File: config.mk
export PLATFORM = sky130hd
export DESIGN_NAME = apb_rr_master
export DESIGN_NICKNAME = d
export VERILOG_FILES = /design/src/rtl/apb_pkg.sv /design/src/rtl/apb_rr_arbiter.sv /design/src/rtl/apb_rr_master.sv
export SDC_FILE = /design/constraint.sdc
export NUM_CORES = 1
export LEC_CHECK = 0
export BUFFER_PORTS_ARGS = -buffer_cell sky130_fd_sc_hd__buf_2
export CAP_MARGIN = 20
export CORE_AREA = 2 2 157 159
export DETAILED_ROUTE_END_ITERATION = 8
export DIE_AREA = 0 0 159 161
export GPL_TIMING_DRIVEN = 1
export SETUP_SLACK_MARGIN = 0.02
export SYNTH_ARGS = -nofsm -noshare
export SYNTH_HDL_FRONTEND = slang
export SYNTH_SLANG_ARGS = --single-unit
export TNS_END_PERCENT = 100
File: constraint.sdc
create_clock -name pclk -period 4.1 [get_ports pclk]
set_input_delay 0.205 -clock pclk [delete_from_list [all_inputs] [get_ports pclk]]
set_output_delay 0.205 -clock pclk [all_outputs]
set_load 0.02 [all_outputs]
File: src/rtl/apb_pkg.sv
// Shared APB definitions: FSM state encoding, default bus widths and the
// default ACCESS timeout used when APB_TIMEOUT_EN is defined.
package apb_pkg;

  // Encoding matches the slave side: IDLE=0, SEL=1, EN=2.
  typedef enum logic [1:0] {
    IDLE   = 2'd0,
    SETUP  = 2'd1,
    ACCESS = 2'd2
  } apb_state_e;

  localparam int APB_AW             = 32;
  localparam int APB_DW             = 32;
  localparam int APB_TIMEOUT_CYCLES = 16;

  // Index width for an N-entry vector, never below one bit.
  function automatic int clog2_min1(input int n);
    return (n <= 2) ? 1 : $clog2(n);
  endfunction

endpackage

File: src/rtl/apb_rr_arbiter.sv
// Combinational round-robin picker. Scans last_gnt+1, last_gnt+2, ... with
// wrap-around and returns the first requesting index, both one-hot and
// encoded. Has no state; the caller owns last_gnt.
module apb_rr_arbiter
  import apb_pkg::*;
#(
  parameter  int NUM_REQ = 4,
  localparam int IW      = clog2_min1(NUM_REQ)
)(
  input  logic [NUM_REQ-1:0] req,
  input  logic [IW-1:0]      last_gnt,
  output logic [NUM_REQ-1:0] gnt,
  output logic [IW-1:0]      gnt_idx,
  output logic               any
);

  logic [IW-1:0] idx;

  // Rotating priority scan: the first hit after last_gnt wins.
  always_comb begin
    gnt     = '0;
    gnt_idx = '0;
    any     = 1'b0;
    idx     = '0;
    for (int k = 1; k <= NUM_REQ; k++) begin
      idx = IW'((int'(last_gnt) + k) % NUM_REQ);
      if (!any && req[idx]) begin
        any     = 1'b1;
        gnt_idx = idx;
      end
    end
    if (any) gnt[gnt_idx] = 1'b1;
  end

endmodule

File: src/rtl/apb_rr_master.sv
// Round-robin APB master: shares one APB slave port between NUM_REQ local
// requesters. Each granted request becomes one SETUP->ACCESS transfer; reads
// return PRDATA on req_rdata together with a one-cycle req_done pulse.
// Transfers are always separated by at least one IDLE cycle.
// Optional: define APB_TIMEOUT_EN to abort an ACCESS phase that sees no
// PREADY within TIMEOUT_CYCLES cycles (req_done and req_err pulse together).
module apb_rr_master
  import apb_pkg::*;
#(
  parameter int NUM_REQ        = 4,
  parameter int AW             = APB_AW,
  parameter int DW             = APB_DW,
  parameter int TIMEOUT_CYCLES = APB_TIMEOUT_CYCLES
)(
  input  logic                  pclk,
  input  logic                  prst,
  input  logic [NUM_REQ-1:0]    req,
  input  logic [NUM_REQ-1:0]    req_write,
  input  logic [NUM_REQ*AW-1:0] req_addr,
  input  logic [NUM_REQ*DW-1:0] req_wdata,
  output logic [NUM_REQ-1:0]    req_done,
  output logic [NUM_REQ-1:0]    req_err,
  output logic [DW-1:0]         req_rdata,
  output logic                  PSEL,
  output logic                  PENABLE,
  output logic                  PWRITE,
  output logic [AW-1:0]         PADDR,
  output logic [DW-1:0]         PWDATA,
  input  logic                  PREADY,
  input  logic [DW-1:0]         PRDATA
);

  localparam int IW = clog2_min1(NUM_REQ);

  apb_state_e                     state, state_n;
  logic [IW-1:0]                  last_gnt, last_n;
  logic [NUM_REQ-1:0]             gnt_oh, gnt_oh_n;
  logic                           psel_n, pen_n, pwrite_n;
  logic [AW-1:0]                  paddr_n;
  logic [DW-1:0]                  pwdata_n, rdata_n;
  logic [NUM_REQ-1:0]             done_n;

  logic [NUM_REQ-1:0][AW-1:0]     addr_v;
  logic [NUM_REQ-1:0][DW-1:0]     wdata_v;
  logic [NUM_REQ-1:0]             elig, arb_gnt;
  logic [IW-1:0]                  arb_idx;
  logic                           arb_any;

  // Flat operand buses share the packed-array layout (requester i at i*W).
  assign addr_v  = req_addr;
  assign wdata_v = req_wdata;

  // The requester being acknowledged this cycle still shows its stale req;
  // mask it so it cannot be re-granted.
  assign elig = req & ~req_done;

  apb_rr_arbiter #(.NUM_REQ(NUM_REQ)) u_arb (
    .req      (elig),
    .last_gnt (last_gnt),
    .gnt      (arb_gnt),
    .gnt_idx  (arb_idx),
    .any      (arb_any)
  );

`ifdef APB_TIMEOUT_EN
  localparam int TW = $clog2(TIMEOUT_CYCLES + 1);
  logic [TW-1:0]      tcnt, tcnt_n;
  logic [NUM_REQ-1:0] err_n;
`else
  assign req_err = '0;
`endif

  // Next-state and next-output logic; every register holds by default.
  always_comb begin
    state_n  = state;
    last_n   = last_gnt;
    gnt_oh_n = gnt_oh;
    psel_n   = PSEL;
    pen_n    = PENABLE;
    pwrite_n = PWRITE;
    paddr_n  = PADDR;
    pwdata_n = PWDATA;
    rdata_n  = req_rdata;
    done_n   = '0;
`ifdef APB_TIMEOUT_EN
    err_n    = '0;
    tcnt_n   = tcnt;
`endif
    case (state)
      IDLE: begin
        if (arb_any) begin
          paddr_n  = addr_v[arb_idx];
          pwdata_n = wdata_v[arb_idx];
          pwrite_n = req_write[arb_idx];
          gnt_oh_n = arb_gnt;
          last_n   = arb_idx;
          psel_n   = 1'b1;
          pen_n    = 1'b0;
          state_n  = SETUP;
        end
      end
      SETUP: begin
        pen_n   = 1'b1;
        state_n = ACCESS;
`ifdef APB_TIMEOUT_EN
        tcnt_n  = '0;
`endif
      end
      ACCESS: begin
        if (PREADY) begin
          psel_n  = 1'b0;
          pen_n   = 1'b0;
          done_n  = gnt_oh;
          if (!PWRITE) rdata_n = PRDATA;
          state_n = IDLE;
        end
`ifdef APB_TIMEOUT_EN
        else if (tcnt == TW'(TIMEOUT_CYCLES - 1)) begin
          psel_n  = 1'b0;
          pen_n   = 1'b0;
          done_n  = gnt_oh;
          err_n   = gnt_oh;
          state_n = IDLE;
        end else begin
          tcnt_n  = tcnt + 1'b1;
        end
`endif
      end
      default: begin
        psel_n  = 1'b0;
        pen_n   = 1'b0;
        state_n = IDLE;
      end
    endcase
  end

  // State and registered outputs; reset drops the bus immediately.
  always_ff @(posedge pclk or negedge prst) begin
    if (!prst) begin
      state     <= IDLE;
      last_gnt  <= IW'(NUM_REQ - 1);
      gnt_oh    <= '0;
      PSEL      <= 1'b0;
      PENABLE   <= 1'b0;
      PWRITE    <= 1'b0;
      PADDR     <= '0;
      PWDATA    <= '0;
      req_done  <= '0;
      req_rdata <= '0;
    end else begin
      state     <= state_n;
      last_gnt  <= last_n;
      gnt_oh    <= gnt_oh_n;
      PSEL      <= psel_n;
      PENABLE   <= pen_n;
      PWRITE    <= pwrite_n;
      PADDR     <= paddr_n;
      PWDATA    <= pwdata_n;
      req_done  <= done_n;
      req_rdata <= rdata_n;
    end
  end

`ifdef APB_TIMEOUT_EN
  // ACCESS-phase watchdog counter and error pulse.
  always_ff @(posedge pclk or negedge prst) begin
    if (!prst) begin
      tcnt    <= '0;
      req_err <= '0;
    end else begin
      tcnt    <= tcnt_n;
      req_err <= err_n;
    end
  end
`endif

endmodule

==> results list <==
* Total CTS buffers: 9
- The number of failing hold endpoints at the final stage was 0.
* Detail Placement HPWL: 15060 um
- Synthesis instantiated 37 different standard cells from the library.
- Maximum count of clock buffers along a single path: 2
- Detail-routed via count per cell: 4.515
- The worst register-to-register path begins at last_gnt[1].
- H-tree level count: 3
* Number of I/O port buffers: 401
- Worst Min Path Start: PRDATA[22]
* Setup violators final: 0
- Die Wd: 159 um
* Total global-route track usage: 15.09%
* Required time of the worst setup path: 4.37 ns
* Asr flop ratio synth: 100.0%
* RSZ-0062 raised after global routing: no
- Entering global routing, the biggest net connects 74 pins.
- The worst path uses 60.31% of the clock period.
* Total length of routed wires: 19670 um
- Root buffer selected by CTS: clkbuf_16
- At the end of the flow, the number of nets in the layout was 1171.
- Critical path start-end classification: register to register
- First DRT Iteration DRCs: 217
- Power spread over the standard cell area amounts to 745.3 nW/um^2.
- Initial antenna violation count: 1
- The number of max-slew violations in the final report is 0.
- Setup slack of the critical path after layout: 1.627 ns
- Critical Path Source: last_gnt[1]
- Summed over all cells, the static leakage comes to 0.004460 uW.
* GPL Wtd Cong: 0.7381
- After clock tree synthesis, the repair step resized 0 gates.
- Via count of the first global-routing pass: 5799
- Dividing the detail-routed wire length by the instance count gives 16.38 um.
* First-pass iteration count of the detailed router: 4
- Global-route wire length before repair: 30910 um
- After layout, the minimum clock period comes to 2.473 ns.
* Post-synthesis instance total: 492
- Worst slew margin relative to its limit: 43.70%
- Setup slack after placement: 1.563 ns
- Area of the die: 25600 sq um
- Crit Path Max Fanout: 35
* Path type of the worst min-delay path: input pin to register
- For this configuration, the core starts out at a cell density of 25.16%.
* Status: finished clean
- TritonCTS built the clock tree.
- Peak supply drop: 0.3532 mV
* EDFF count, synth: 0
- On the critical path the largest part of the delay comes from simple AND/OR/NAND/NOR gates.
- Clock tree synthesis found a total of 110 sinks.
- Final core utilization: 35.39%
* Height of the die: 161 um
- In this run the mean area of a mapped cell was 12.26 sq um.
- After clock tree synthesis, the clock-pin slew on the worst setup and hold paths is 0.10 ns.
* Max stage delay on crit path: 0.60 ns
- For the worst setup path, the data arrival time is 2.74 ns.
- Sequential fraction of the synthesis area: 45.69%
- Antenna diodes: 0
- Synthesized area: 6030 sq um
- Total vias in the final route: 5423
- Clock latency reported for the late side of the worst-skew pair: 0.37 ns
- In the routed design, unresolved DRC markers number 0.
- Actual slew at the worst max-slew pin: 0.8445 ns
- Critical Path Sink Type: register
* Row cnt: 57
- Seq cells post-synth: 110
- Total congestion overflow after global routing: 0
- Max-cap violation count: 0
- Core outline area: 23960 sq um
- The area growth from synthesis to layout is 40.63%.
* Maximum clock frequency: 404.4 MHz
- Crit-path cells: and3b_1 > o22ai_1 > a221oi_2 > nand2_2 > buf_12 > o221ai_1
* Post-detailed-route count of antenna-violating nets: 0
- Cell with the largest stage delay on the worst path: dfstp_2
- Number of warnings issued by yosys: 0
* Crit path launch type: register
* Number of placed I/O pins: 406
* Fraction of layout instances using a drive strength above 1: 54.73%
* Setup TNS after final layout: 0 ns
- Post-synth top flop: dfrtp_1
- On the final layout, the worst clock skew is 0.01768 ns.
- Number of buffer and inverter stages on the critical path: 1
## registers in the layout, summed over array words and instances, names as in the netlist
signal     flops
PSEL           1
last_gnt       2
state          2
PADDR         32
PWDATA        32
req_rdata     32
PWRITE         1
req_done       4
gnt_oh         4
## cells in the final DEF (no fill, tap or decap), drive strengths merged
cell type	instances
mux2	33
a21oi	3
o21ai	1
nor2b	1
a221o	1
o221ai	65
dfstp	2
nand3b	1
o31ai	2
conb	4
buf	409
mux2i	130
a21o	1
and3b	1
nand2	74
clkbuf	9
clkinv	4
dlygate4sd3	1
or3b	1
o22ai	1
nor3b	2
dfrtp	108
inv	4
a41oi	1
and2	5
a22o	2
a221oi	1
nor2	4
nand2b	5
nor3	1
## report_power, final
| group | leakage [uW] | switching (uW) | internal (uW) |
|---|---|---|---|
| logic | 0.00296 | 2050 | 1400 |
| clock network | 0.000156 | 499 | 450 |
| registers | 0.00135 | 297 | 1630 |
## kinds of logic (layout without fill, tap and decap cells)
| family | Yosys count | after routing | synth area share [%] |
|---|---|---|---|
| AND/OR/NAND/NOR | 95 | 95 | 6.931 |
| AO/OA/AOI/OAI | 78 | 78 | 12.22 |
| flip-flops | 110 | 110 | 45.69 |
| other | 1 | 4 | 0.06219 |
| multiplexers | 163 | 163 | 27.74 |
| buffers and inverters | 45 | 427 | 7.346 |
## final cells by class
cell class	instances	area, sq um
Clock buffer	9	225.2
Clock inverter	7	101.3
Fill cell	2465	15480
Inverter	1	3.754
Multi-Input combinational cell	340	2859
Sequential cell	110	2755
Tap cell	324	405.4
Timing Repair Buffer	410	2130
## path summary, 6_finish.rpt
check,endpoint,slack [ns],cells past startpoint
worst max-delay path,PADDR[8],1.63,6
worst min-delay path,req_rdata[22],0.06,2
worst max register to register,PADDR[8],1.63,6
worst min register to register,PWDATA[12],0.49,2
max in group asynchronous,PWDATA[9],3.03,3
min in group asynchronous,req_rdata[27],0.50,3
## metal layers
layer / share of wire, % / GRT usage, %
met5: 0.056 / 0
met4: 2.0 / 4.587
met3: 8.2 / 4.648
met2: 51 / 27.85
met1: 38 / 16.64
## cell usage after synthesis, types with 5 or more instances
cell | n | share of area, %
buf_6 | 6 | 1.1
clkbuf_1 | 10 | 0.62
o221ai_2 | 10 | 2.5
buf_4 | 10 | 1.2
mux2_2 | 33 | 6.2
o221ai_1 | 55 | 8.0
mux2i_1 | 130 | 22
buf_12 | 8 | 2.7
dfrtp_1 | 108 | 45
nand2b_1 | 5 | 0.52
and2_1 | 5 | 0.52
nand2_1 | 73 | 4.5
## stage by stage
stage / area (sq um) / std cells / hold WS [ns] / total power (uW)
6_report: 8479 / 1201 / 0.06424 / 6320
5_1_grt: 8479 / 1201 / 0.03526 / 6782
4_1_cts: 8479 / 1201 / 0.04123 / 6434
3_5_place_dp: 8143 / 1184 / 0.3779 / 5451
3_3_place_gp: 8143 / 1184 / 0.3809 / 5387
2_1_floorplan: 6041 / 495 / -0.09059 / 4528
## repair_timing
| item | CTS | global route |
|---|---|---|
| endpoints found under the hold margin | 32 | 0 |
| hold buffers | 1 | 0 |
| setup buffers | 0 | 0 |
No activity file was read; power rests on OpenSTA's default activity.
